### src/rtl/id_ex_hazard_ctrl.sv
// rtl/id_ex_hazard_ctrl.sv - ID/EX bubble/hold sequencing for load-use, mult/div, branch and CP0 flushes
module id_ex_hazard_ctrl #(
    parameter int MD_LAT    = 32,
    parameter int FLUSH_LEN = 1,
    parameter int CNT_W     = 16
) (
    input  logic             clk,
    input  logic             rst_n,
    input  logic [4:0]       id_ra,
    input  logic [4:0]       id_rb,
    input  logic             id_use_ra,
    input  logic             id_use_rb,
    input  logic [4:0]       ex_rw,
    input  logic             ex_regWr,
    input  logic [1:0]       ex_memtoreg,
    input  logic             id_md_start,
    input  logic             ex_br_taken,
    input  logic             ex_cp0_trap,
    input  logic             stall_clr,
    output logic             hazard,
    output logic             BranchBubble,
    output logic [1:0]       cp0bubble,
    output logic             pc_hold,
    output logic             ifid_hold,
    output logic             md_busy,
    output logic [CNT_W-1:0] stall_cycles
);
    localparam int MAXL = (MD_LAT > FLUSH_LEN) ? MD_LAT : FLUSH_LEN;
    localparam int CW   = $clog2(MAXL);

    typedef enum logic [1:0] {IDLE, MD_WAIT, FLUSH} state_t;

    state_t           state_q, state_d;
    logic [CW-1:0]    cnt_q, cnt_d;
    logic [CNT_W-1:0] stall_q, stall_d;
    logic             load_use;

    assign load_use = ex_regWr && (ex_memtoreg == 2'd1) && (ex_rw != 5'd0) &&
                      ((id_use_ra && (id_ra == ex_rw)) || (id_use_rb && (id_rb == ex_rw)));

    always_comb begin
        state_d      = state_q;
        cnt_d        = cnt_q;
        hazard       = 1'b0;
        BranchBubble = 1'b0;
        cp0bubble    = 2'd0;
        pc_hold      = 1'b0;
        ifid_hold    = 1'b0;
        md_busy      = 1'b0;
        case (state_q)
            IDLE: begin
                if (ex_cp0_trap) begin
                    BranchBubble = 1'b1;
                    cp0bubble    = 2'd1;
                    state_d      = FLUSH;
                    cnt_d        = CW'(FLUSH_LEN - 1);
                end else if (ex_br_taken) begin
                    BranchBubble = 1'b1;
                    state_d      = FLUSH;
                    cnt_d        = CW'(FLUSH_LEN - 1);
                end else if (id_md_start) begin
                    hazard    = 1'b1;
                    pc_hold   = 1'b1;
                    ifid_hold = 1'b1;
                    md_busy   = 1'b1;
                    state_d   = MD_WAIT;
                    cnt_d     = CW'(MD_LAT - 2);
                end else if (load_use) begin
                    hazard    = 1'b1;
                    pc_hold   = 1'b1;
                    ifid_hold = 1'b1;
                end
            end
            MD_WAIT: begin
                md_busy = 1'b1;
                // A trap abandons the mult/div; EX holds a bubble so branches cannot occur here
                if (ex_cp0_trap) begin
                    BranchBubble = 1'b1;
                    cp0bubble    = 2'd1;
                    state_d      = FLUSH;
                    cnt_d        = CW'(FLUSH_LEN - 1);
                end else begin
                    hazard    = 1'b1;
                    pc_hold   = 1'b1;
                    ifid_hold = 1'b1;
                    if (cnt_q == '0) state_d = IDLE;
                    else             cnt_d   = cnt_q - CW'(1);
                end
            end
            FLUSH: begin
                BranchBubble = 1'b1;
                if (ex_cp0_trap) begin
                    cp0bubble = 2'd1;
                    cnt_d     = CW'(FLUSH_LEN - 1);
                end else if (cnt_q == '0) begin
                    state_d = IDLE;
                end else begin
                    cnt_d = cnt_q - CW'(1);
                end
            end
            default: state_d = IDLE;
        endcase
    end

    always_comb begin
        stall_d = stall_q;
        if (stall_clr)                                  stall_d = '0;
        else if ((hazard || BranchBubble) && stall_q != '1) stall_d = stall_q + CNT_W'(1);
    end

    always_ff @(posedge clk or negedge rst_n) begin
        if (!rst_n) begin
            state_q <= IDLE;
            cnt_q   <= '0;
            stall_q <= '0;
        end else begin
            state_q <= state_d;
            cnt_q   <= cnt_d;
            stall_q <= stall_d;
        end
    end

    assign stall_cycles = stall_q;
endmodule

### config.mk
export PLATFORM = sky130hd
export DESIGN_NAME = id_ex_hazard_ctrl
export DESIGN_NICKNAME = d
export VERILOG_FILES = /design/src/rtl/id_ex_hazard_ctrl.sv
export SDC_FILE = /design/constraint.sdc
export NUM_CORES = 1
export LEC_CHECK = 0
export CAP_MARGIN = 0
export CELL_PAD_IN_SITES_DETAIL_PLACEMENT = 1
export CELL_PAD_IN_SITES_GLOBAL_PLACEMENT = 1
export CORE_ASPECT_RATIO = 0.6
export CORE_MARGIN = 5
export CORE_UTILIZATION = 35
export DETAILED_ROUTE_END_ITERATION = 10
export PLACE_DENSITY_LB_ADDON = 0.05
export SYNTH_ARGS = -nofsm -noshare
export SYNTH_HDL_FRONTEND = slang
export SYNTH_SLANG_ARGS = --single-unit
### constraint.sdc
create_clock -name clk -period 2.3 [get_ports clk]
set_input_delay 0.46 -clock clk [delete_from_list [all_inputs] [get_ports clk]]
set_output_delay 0.46 -clock clk [all_outputs]
set_load 0.01 [all_outputs]
### After elaboration in Yosys (flattened, before gate mapping)

Index checks and enable logic that the tools add are counted.

* add/sub/neg operators: 2
* equality and inequality tests: 9
* muxes and demuxes: 31
* reductions and logical operators: 17

Operators with widths (number)
* 16-bit 2-to-1 mux: 2
* 5-bit 2-to-1 mux: 5
* 16-bit by 1-bit adder with 16-bit output, second input constant: 1
* 16-bit != test, second input constant: 1
* 1-bit 2-to-1 mux: 13
* 2-bit 2-to-1 mux: 6
* 5-bit equality test: 2
* 5-bit case mux with 2 select lines: 1
* 1-bit logical AND: 6
* 2-bit case mux with 3 select lines: 1
* 5-bit logical NOT: 1
* 5-bit nonzero test: 1
* 5-bit by 1-bit subtractor with 5-bit output, second input constant: 1
* 2-bit by 1-bit equality test with 1-bit output, second input constant: 2
* 4-bit != test, second input constant: 1
* 1-bit case mux with 2 select lines: 2
* 2-bit nonzero test: 2
* 3-bit != test, second input constant: 1
* 1-bit case mux with 3 select lines: 1
* 3-bit AND reduction: 1
* 3-bit OR reduction: 1
* 2-bit equality test, second input constant: 1
* 2-bit logical NOT: 1
* 1-bit logical OR: 2
* 3 further kinds: 3

* flip-flop bits (word level): 23
* output and inout port bits: 23
* word-level logic and storage cells: 62

### Logic depth before layout (Yosys ltp)

Gate-level depths: netlist (run 1).

* depth in word-level cells: 13
* gate-level depth with buffers: 10
* depth with buffers taken out: 8

### Least setup slack after synthesis (run 1)

Ideal clock, no wire load.

* kind: register to register
* start point: register state_q[0]
* end point: register stall_q[6] (netlist: stall_cycles[6])
* arrival time: 1.943 ns
* data required time: 2.172 ns
* setup slack: 0.229 ns
* stages on the path, launching flop included: 9
* path buffers: 1
* path through: dfrtp_1 inv_1 ha_1 nand2_1 nor4_4 a21oi_4 buf_6 nor4b_2 mux2_1

* cells in the longest elaborated chain, start to end: 5

Ends and longest elaborated chain
* from (decl): RTL line 33 `state_t state_q, state_d;`
* from (signal assigned): RTL line 117 `state_q <= state_d;`
* 2-bit equality test (tied with other cells): RTL line 50 `case (state_q)`
* 1-bit case mux with 3 select lines or 1-bit case mux with 2 select lines (tied branches): RTL line 50
* 1-bit logical OR (*): RTL line 108 `else if ((hazard || BranchBubble) && stall_q != '1) stall_d = stall_q + CNT_W'(1);`
* 1-bit logical AND (*): RTL line 108
* 2-bit nonzero test (no source line) (*)
* to (signal assigned): RTL line 119 `stall_q <= stall_d;`
* to (decl): RTL line 35 `logic [CNT_W-1:0] stall_q, stall_d;`

Mark *: on every way between the ends. The rest lies on a longest branch, timed or not.
A chain may end at the register's enable or synchronous reset.

### Final worst setup path (run 1)

* start point: input id_ra[1]
* end point: register stall_q[8] (netlist: stall_cycles[8])

* cells in the longest elaborated chain, start to end: 12

Ends and longest elaborated chain
* from (decl): RTL line 9 `input logic [4:0] id_ra,`
* 5-bit equality test: RTL line 39 `((id_use_ra && (id_ra == ex_rw)) || (id_use_rb && (id_rb == ex_rw)));`
* 1-bit logical AND: RTL line 39
* 1-bit logical OR: RTL line 39
* 1-bit logical AND: RTL line 38 `assign load_use = ex_regWr && (ex_memtoreg == 2'd1) && (ex_rw != 5'd0) &&`
* 1-bit 2-to-1 mux: RTL line 68 `end else if (load_use) begin`
* 1-bit 2-to-1 mux: RTL line 61 `end else if (id_md_start) begin`
* 1-bit 2-to-1 mux: RTL line 57 `end else if (ex_br_taken) begin`
* 1-bit 2-to-1 mux: RTL line 52 `if (ex_cp0_trap) begin`
* 1-bit case mux with 2 select lines: RTL line 50
* 1-bit logical OR: RTL line 108
* 1-bit logical AND: RTL line 108
* 2-bit nonzero test (no source line)

Every way passes these cells.

==> summary.txt, run 1 <==
critical-path cell list -> clkdlybuf4s50_1 > xnor2_1 > nand4_1 > o22ai_2 > buf_4 > a21oi_4 > buf_12 > or4_1 > a21oi_2
Synthesis Warnings -> 0
critical path's top delay family -> buffers and inverters
clk_lat worst skew -> 270 ps
Antenna Cells -> 0
Setup crit start kind -> primary input
max cap viols -> 0
# IOs -> 49
total grt overflow -> 0
LEAKAGE -> 0.001083 uW
slowest stage cell on the critical path -> or4_1
FMAX -> 0.4364 GHz
footprint of the multi-input gates -> 1154 sq um
Yosys reg bits -> 23
share of post-route cells with drive strength above 1 -> 0.2700
Hold-fix buffers, CTS -> 0
register area -> 575.6 sq um
most frequent cell after synthesis -> dfrtp_1
# fillers -> 549
# DRC -> 0
vias per inst -> 5.457
Critical Path RT -> 2490 ps
# clock sinks -> 23
initial antenna violation count -> 0
nets@finish -> 296
largest net degree at the start of global routing -> 26
DIE WIDTH -> 100.9 um
ranking of synthesized cells by area -> dfrtp_1 (33%), o31ai_1 (5.2%), xnor2_1 (5.1%), a21oi_1 (4.9%), or4_1 (4.8%)
crit path DAT -> 2480 ps
post-DP HPWL -> 4.478 mm
reg2reg start -> state_q[0]
crit path capture type -> flop
Syn Nets -> 229
drt total wl -> 5.983 mm
FF-to-FF path depth -> 9
Layout Skew -> 8.661 ps
Final GP Congestion -> 0.9611
Worst path max stage delay -> 540 ps
CTS H-tree lvls -> 1
vias in the first global route -> 1918
critical path class -> primary input to flop
synth-to-layout area growth -> 49.13%
Layout Utilization -> 0.5522
DRT antenna net count -> 0
RSZ-0062 raised after global routing -> yes
core footprint -> 4683 sq um
Seq/Total Area, Yosys -> 0.3319
die area -> 6509 sq um
status -> completed
clk buf depth -> 2
setup ws final -> 8.277 ps
WL/cell -> 18.35 um
CTS tree -> built
maximum fanout along the worst path -> 13
Hold Vio Cnt, Final -> 0
RR Endpoint -> stall_cycles[8]
gate count of the mapped netlist -> 197
Hold Crit Class -> primary input to asynchronous set/reset pin
synthesized area per cell -> 8.803 sq um
setup violators final -> 0
Worst-path clk slew -> 90 ps
min cycle time layout -> 2292 ps
Netlist Area Pre-Place -> 1734 sq um
port bufs -> 47
Pre-antenna DRT Iters -> 4
Synth area leader -> dfrtp_1
EDFF count, synth -> 0
Initial Util -> 0.3703
CP Buf/Inv Count -> 3
Synth top area share -> 0.3319
row cnt -> 19
Synth async-reset ratio -> 1.000
Synth cell types -> 46
max-slew violations -> 0
Final Cycle Share -> 0.9964
drt initial violations -> 66
Die Ht -> 64.53 um
CTS buffer count -> 3
Tot GR Track Use -> 0.1817
R2R Setup Slk -> 110 ps
most frequent cells after synthesis -> dfrtp_1 (23), a21oi_1 (17), nand2_1 (15)
Vias -> 1779
clock root buffer -> clkbuf_8
first-pass GRT wire length -> 9.487 mm
P per Cell Area -> 765.0 nW/um^2
Max VDD drop -> 0.4302 mV
Post-Place Worst Slack -> -502.6 ps
Main synth FF type -> dfrtp_1
==> cell families after synthesis <==
kind of cell,count (synthesis),share of synthesized area
AND/OR/NAND/NOR,81,0.2879
AO/OA/AOI/OAI,52,0.1926
flip-flops,23,0.3319
buffers and inverters,20,0.06566
XOR/XNOR,10,0.05050
adder cells (fa/ha/maj),6,0.04329
multiplexers,4,0.02597
other,1,0.002162
==> layout by cell type (no fill, tap or decap), types with 2 or more instances in the layout <==
master and n:
and3_1 2, nand4_1 4, xnor2_1 8, nor3_1 2, or4_4 8, ha_1 5, clkdlybuf4s50_1 32, a21oi_2 9
or4_1 3, buf_4 25, buf_6 2, a21oi_1 8, nor2_2 2, a21o_1 2, o31ai_1 12, or3_1 3
and2_1 2, nor2b_1 4, nand3_1 12, xnor2_2 2, a31oi_1 2, clkbuf_8 3, o21ai_1 7, and3_4 3
o21ai_0 4, mux2_1 2, nand2_1 14, dfrtp_1 23, inv_1 7, mux2_2 2, dlygate4sd2_1 8, dlymetal6s2s_1 4
nor2_1 8, nand2b_1 4, buf_2 2
==> what timing repair did <==
item / in CTS / in global routing
gates cloned: 0 / 1
setup buffers: 1 / 2
gates resized for setup: 27 / 25
pin swaps: 5 / 13
setup endpoints to repair: 20 / 17
==> area by class of cell <==
| type | count | share of cell area |
|---|---|---|
| Clock inverter | 1 | 0.001935 |
| Tap cell | 63 | 0.03048 |
| Multi-Input combinational cell | 154 | 0.4461 |
| Sequential cell | 23 | 0.2225 |
| Inverter | 7 | 0.01016 |
| Clock buffer | 3 | 0.01597 |
| Timing Repair Buffer | 75 | 0.2729 |
==> sequential cells by signal (all words and copies together), names as in the netlist <==
| signal | cells |
|---|---|
| cnt_q | 5 |
| stall_cycles | 16 |
| state_q | 2 |
==> power breakdown <==
group          leakage (uW)  total [uW]  internal, uW  switching (uW)
clock network     0.0000255         258           121             137
logic              0.000744        1160           579             585
registers          0.000313         556           474            81.7
==> worst reg2reg max path: stages, from the launching register on <==
cell     delay [ps]
dfrtp_1         390
inv_1            90
ha_2            250
nand2_1         110
nor4_4          160
buf_4           170
a21oi_4          90
buf_12          160
or4_1           540
a21oi_2         160
==> routing by layer <==
metal  GRT usage  share of wire  vias up
met5           0              0        -
met4     0.03529         0.0085        0
met1      0.2479           0.49      884
met3     0.04287          0.059        4
li1            -              -      851
met2      0.2959           0.44       40
==> worst max path at each step <==
stage           startpoint  cells past startpoint          endpoint  slack (ps)
2_1_floorplan   state_q[0]                      8   stall_cycles[6]         230
3_3_place_gp      ex_rw[1]                      7         ifid_hold        -480
3_5_place_dp      ex_rw[1]                      7         ifid_hold        -500
4_1_cts        ex_cp0_trap                      9  stall_cycles[14]           7
5_1_grt           id_ra[1]                      9   stall_cycles[8]         -70
6_report          id_ra[1]                      9   stall_cycles[8]           8
==> per-stage QoR <==
| step | TNS [ps] | area, sq um | hold WS, ps | std cells | power, uW |
|---|---|---|---|---|---|
| 3_5_place_dp | -8770 | 2389 | 521.4 | 318 | 1602 |
| 4_1_cts | 0 | 2451 | 540.1 | 323 | 1862 |
| 3_3_place_gp | -6594 | 2389 | 486.5 | 318 | 1540 |
| 5_1_grt | -143.6 | 2586 | 558.1 | 326 | 2125 |
| 6_report | 0 | 2586 | 536.3 | 326 | 1978 |
| 2_1_floorplan | 0 | 1734 | 164.4 | 197 | 1162 |
(Power assumes the default switching activity.)
==> inputs of run 2 (changes only) <==
Clock period 2.3 ns to 2.2 ns, I/O delays scaled along.
==> run 2 against run 1 <==
Net effect: core utilization increased by 1.4 points; wire length increased by 1.8%; clock power increased by 4%; global-route usage decreased by 0.19 points; hold slack got worse by 23 ps; combinational power increased by 22%; die area unchanged; highest routed layer unchanged; worst setup slack got worse by 8.2 ps; register-to-register slack got worse by 70 ps; largest power group unchanged; first-iteration DRC count increased by 86%; clock-buffer cell count unchanged.
==> summary.txt, run 2 (synthesis gave the netlist of run 1 again) <==
largest net degree at the start of global routing -> 25 (-3.8%)
DRT antenna net count -> 0 (unchanged)
Die Ht -> 64.53 um (unchanged)
first-pass GRT wire length -> 9.508 mm (+0.22%)
synth-to-layout area growth -> 52.89%
CP Buf/Inv Count -> 4 (+1)
FMAX -> 0.4546 GHz
status -> completed
Final TNS setup -> 0 ps (unchanged)
Setup crit start kind -> primary input
# fillers -> 531 (-3.3%)
# IOs -> 49 (unchanged)
core footprint -> 4683 sq um (unchanged)
row cnt -> 19 (unchanged)
maximum fanout along the worst path -> 6 (-7)
drt initial violations -> 123 (+86%)
P per Cell Area -> 853.1 nW/um^2 (+12%)
max FFs per register -> 16 (unchanged)
Vias -> 1823 (+2.5%)
Hold Crit Class -> primary input to asynchronous set/reset pin
RSZ-0062 raised after global routing -> yes
critical-path cell list -> dlygate4sd2_1 > or4_4 > nor2_4 > nor4_4 > buf_4 > a21oi_4 > clkbuf_16 > buf_4 > or3_1 > a21oi_1
clock root buffer -> clkbuf_8
Layout Skew -> 4.102 ps (-4.559 ps)
Final GP Congestion -> 0.9770 (+1.7%)
Initial Util -> 0.3703 (unchanged)
max-slew violations -> 0 (unchanged)
share of post-route cells with drive strength above 1 -> 0.2846 (+0.01468)
met2 routed WL -> 2.764 mm (+5.5%)
max cap viols -> 0 (unchanged)
Final Cycle Share -> 1.000
crit-path most repeated cell -> buf_4
# clock sinks -> 23 (unchanged)
LEAKAGE -> 0.001153 uW (+6.5%)
Tot GR Track Use -> 0.1798 (-0.001858)
CTS H-tree lvls -> 1 (unchanged)
die area -> 6509 sq um (unchanged)
Hold Vio Cnt, Final -> 0 (unchanged)
slowest stage cell on the critical path -> or4_4
Hold-fix buffers, CTS -> 0 (unchanged)
Worst path max stage delay -> 500 ps (-40 ps)
Critical Path RT -> 2350 ps (-140 ps)
crit path capture type -> flop
min cycle time layout -> 2200 ps
register area -> 575.6 sq um (unchanged)
Pre-antenna DRT Iters -> 4 (unchanged)
DIE WIDTH -> 100.9 um (unchanged)
initial antenna violation count -> 0 (unchanged)
critical path class -> primary input to flop
Worst-path clk slew -> 80 ps (about the same)
crit path DAT -> 2350 ps (-130 ps)
clk_lat worst skew -> 270 ps (about the same)
clk buf depth -> 2 (unchanged)
port bufs -> 47 (unchanged)
WL/cell -> 18.45 um (+0.55%)
Power, Total -> 2262 uW (+14%)
setup violators final -> 0 (unchanged)
Max VDD drop -> 0.4972 mV (+16%)
met3 WL post-DR -> 458 um (+30%)
total grt overflow -> 0 (unchanged)
CTS buffer count -> 3 (unchanged)
# DRC -> 0 (unchanged)
commonest non-fill, non-tap cell in the layout -> buf_4
most frequent cells in the layout -> buf_4 (28), clkdlybuf4s50_1 (24), dfrtp_1 (23)
post-DP HPWL -> 4.371 mm (-2.4%)
footprint of the multi-input gates -> 1165 sq um (+0.98%)
vias in the first global route -> 1857 (-3.2%)
wl on met1 -> 2.833 mm (-4.3%)
Antenna Cells -> 0 (unchanged)
nets@finish -> 300 (+1.4%)
drt total wl -> 6.090 mm (+1.8%)
vias per inst -> 5.524 (+1.2%)
top sig layer -> met4
critical path's top delay family -> simple AND/OR/NAND/NOR gates
CTS tree -> built
## run 2: final cells by class
| class | count | area share |
|---|---|---|
| Clock buffer | 3 | 0.01557 |
| Clock inverter | 1 | 0.002832 |
| Inverter | 7 | 0.009910 |
| Multi-Input combinational cell | 154 | 0.4394 |
| Sequential cell | 23 | 0.2171 |
| Tap cell | 63 | 0.02973 |
| Timing Repair Buffer | 79 | 0.2855 |
## run 2: routing by layer
metal / global-route usage / vias to the layer above
met5: 0 / -
met4: 0.02521 / 0
met3: 0.03859 / 6
met2: 0.2820 / 55
met1: 0.2602 / 900
li1: - / 862
## run 2: path summary, 6_finish.rpt
| path | to | start | slack [ps] | cells after the start |
|---|---|---|---|---|
| max in group asynchronous | stall_cycles[11] | rst_n | 1450 | 2 |
| min | stall_cycles[4] | rst_n | 510 | 2 |
| min in group clk | cnt_q[4] | cnt_q[4] | 540 | 2 |
| max | stall_cycles[2] | ex_rw[2] | 0.1 | 10 |
| min reg2reg | cnt_q[4] | cnt_q[4] | 540 | 2 |
| max reg2reg | stall_cycles[2] | state_q[1] | 40 | 11 |
## run 2: what timing repair did
action                                  CTS  global route
gates cloned                              1             1
resized for setup                        35            33
pin swaps                                13            25
setup buffers                             3             1
endpoints found under the setup margin   23            18
## run 2: metrics by stage
step                      std cells  instance area, sq um  hold WS [ps]  setup WS [ps]    util
after floorplan                 197                  1734         144.4          129.2       -
after global placement          320                  2404         487.7         -535.7  0.5132
after detailed placement        320                  2404         525.9         -605.6  0.5132
after CTS                       328                  2511         521.0         -2.178  0.5362
after global routing            330                  2651         553.1         -46.68  0.5661
final                           330                  2651         513.1        0.09814  0.5661
## run 2: power breakdown
group	total, uW	switching [uW]	leakage [uW]	internal (uW)
Sequential	581	85.1	0.000313	496
Combinational	1410	657	0.000818	756
Clock	268	140	0.0000217	128
==> inputs of run 3 (changes only) <==
Settings changed: CORE_UTILIZATION 35 to 46, DONT_BUFFER_PORTS from default to 1.
==> run 3 against run 2 <==
Net effect: core utilization down 1.4 points; worst setup slack better by 66 ps; fmax up 3.1%; highest routed layer unchanged; largest cell class unchanged; combinational power down 21%; final cell count down 23%; power down 14%.
==> summary.txt, run 3 (synthesis gave the netlist of run 1 again) <==
initial antenna violation count -> 0 (unchanged)
row cnt -> 17 (-2)
drt initial violations -> 73 (-41%)
LEAKAGE -> 0.0007893 uW (-32%)
most frequent cells in the layout -> dfrtp_1 (23), buf_4 (16), nand2_1 (12), nand3_1 (12), o31ai_1 (12)
share of post-route cells with drive strength above 1 -> 0.2644 (-0.02022)
DIE WIDTH -> 89.27 um (-12%)
setup violators final -> 0 (unchanged)
# IOs -> 49 (unchanged)
Worst slew margin -> 0.2708
setup ws final -> 65.98 ps (+65.89 ps)
drt total wl -> 5.061 mm (-17%)
clk buf depth -> 2 (unchanged)
DRT antenna net count -> 0 (unchanged)
Vias -> 1580 (-13%)
Layout Utilization -> 0.5520 (-0.01414)
die area -> 5138 sq um (-21%)
status -> completed
vias per inst -> 6.196 (+12%)
port bufs -> 0 (-100%)
CTS H-tree lvls -> 1 (unchanged)
core footprint -> 3659 sq um (-22%)
post-DP HPWL -> 3.764 mm (-14%)
Worst-path clk slew -> 90 ps (about the same)
CTS buffer count -> 3 (unchanged)
Final GP Congestion -> 0.8067 (-17%)
clk_lat worst skew -> 270 ps (about the same)
Setup crit start kind -> flop
largest net degree at the start of global routing -> 25 (unchanged)
min cycle time layout -> 2134 ps (-65.89 ps)
max cap viols -> 0 (unchanged)
Hold Crit Class -> primary input to flop
Critical Path RT -> 2360 ps (about the same)
Hold Vio Cnt, Final -> 0 (unchanged)
Tot GR Track Use -> 0.2052 (+0.02534)
crit-path most repeated cell -> buf_4
first-pass GRT wire length -> 8.273 mm (-13%)
RSZ-0062 raised after global routing -> yes
Final TNS setup -> 0 ps (unchanged)
R2R Setup Slk -> 70 ps (+30 ps)
clock root buffer -> clkbuf_8
commonest non-fill, non-tap cell in the layout -> dfrtp_1
crit path capture type -> flop
Antenna Cells -> 0 (unchanged)
vias in the first global route -> 1636 (-12%)
# clock sinks -> 23 (unchanged)
max FFs per register -> 16 (unchanged)
FMAX -> 0.4686 GHz (+3.1%)
synth-to-layout area growth -> 16.45%
Layout Skew -> 5.919 ps (+1.817 ps)
total grt overflow -> 0 (unchanged)
critical-path cell list -> buf_4 > ha_1 > or2_1 > a21oi_2 > o21ai_2 > a21oi_4 > buf_4 > nor4b_4 > mux2_4
Worst path max stage delay -> 410 ps (-90 ps)
maximum fanout along the worst path -> 3 (-3)
# DRC -> 0 (unchanged)
slowest stage cell on the critical path -> dfrtp_1
max-slew violations -> 0 (unchanged)
Post-Place Worst Slack -> -98.47 ps (+507.1 ps)
WL/cell -> 19.85 um (+7.5%)
Max VDD drop -> 0.5171 mV (+4.0%)
Die Ht -> 57.56 um (-11%)
P per Cell Area -> 963.7 nW/um^2 (+13%)
critical path class -> flop to flop
# fillers -> 422 (-21%)
Initial Util -> 0.4740 (+0.1037)
Final Cycle Share -> 0.9700 (-0.02995)
worst-margin pin slew -> 1090 ps
Pre-antenna DRT Iters -> 4 (unchanged)
CTS tree -> built
crit path DAT -> 2300 ps (-50 ps)
nets@finish -> 241 (-20%)
## run 3: changes by cell type in the layout (fill, tap and decap cells not counted), sizes merged
cell and delta:
clkdlybuf4s15 -2, clkbuf -3, dlygate4sd2 -6, clkdlybuf4s50 -24
buf -15, dlymetal6s2s -10, clkinv +1, dlygate4sd3 +1
clkinvlp -1
## run 3: where the power goes
group	total [uW]	leakage, uW	switching [uW]	internal [uW]
sequential	567	0.000313	70.8	496
clock	272	0.0000255	146	127
combinational	1110	0.000450	582	526
## run 3: area by class of cell
| class | instances | area [sq um] | share of cell area |
|---|---|---|---|
| multi-input cells | 154 | 1140 | 0.5644 |
| flip-flops and latches | 23 | 575.6 | 0.2850 |
| repair buffers | 20 | 172.7 | 0.08550 |
| well taps | 47 | 58.81 | 0.02912 |
| clock buffers | 3 | 41.29 | 0.02045 |
| inverters | 7 | 26.28 | 0.01301 |
| clock inverters | 1 | 5.005 | 0.002478 |
## run 3: final timing paths
check	from	end	depth (start not counted)
min	stall_clr	stall_cycles[9]	1
max reg2reg	state_q[0]	stall_cycles[6]	9
min reg2reg	cnt_q[1]	cnt_q[1]	2
max	state_q[0]	stall_cycles[6]	9
min in group asynchronous	rst_n	stall_cycles[2]	1
max in group asynchronous	rst_n	stall_cycles[14]	1
## run 3: metrics by stage
step           hold slack (ps)  total power, uW  area, sq um  cells
2_1_floorplan            144.4             1215         1734    197
3_3_place_gp             144.9             1467         1846    248
3_5_place_dp             144.9             1528         1846    248
4_1_cts                  216.5             1853         1921    253
5_1_grt                  196.5             2118         2019    255
6_report                 217.1             1946         2019    255
## run 3: timing repair
action	4_1_cts	5_1_grt
cloned	0	0
hold buffers	1	0
setup buffers	0	2
resized for setup	5	22
pin swaps	1	7
endpoints found under the hold margin	23	0
setup endpoints to repair	14	17
## run 3: worst max-delay path: cells and delay by family, from the launching register on
family / cells / cell delay, ps
AOI/OAI and AO/OA: 3 / 480
DFF: 1 / 410
buffers and inverters: 2 / 310
and+or+nand+nor: 2 / 310
muxes: 1 / 300
adders and majority gates: 1 / 210
## run 3: metal layers
metal / wire (um) / up-vias / share of wire / GRT usage
met5: 0 / - / 0 / 0
met4: 16 / 0 / 0.0032 / 0.01911
met3: 392 / 4 / 0.077 / 0.07215
met2: 2265 / 57 / 0.45 / 0.3064
met1: 2387 / 782 / 0.47 / 0.2956
li1: - / 737 / - / -
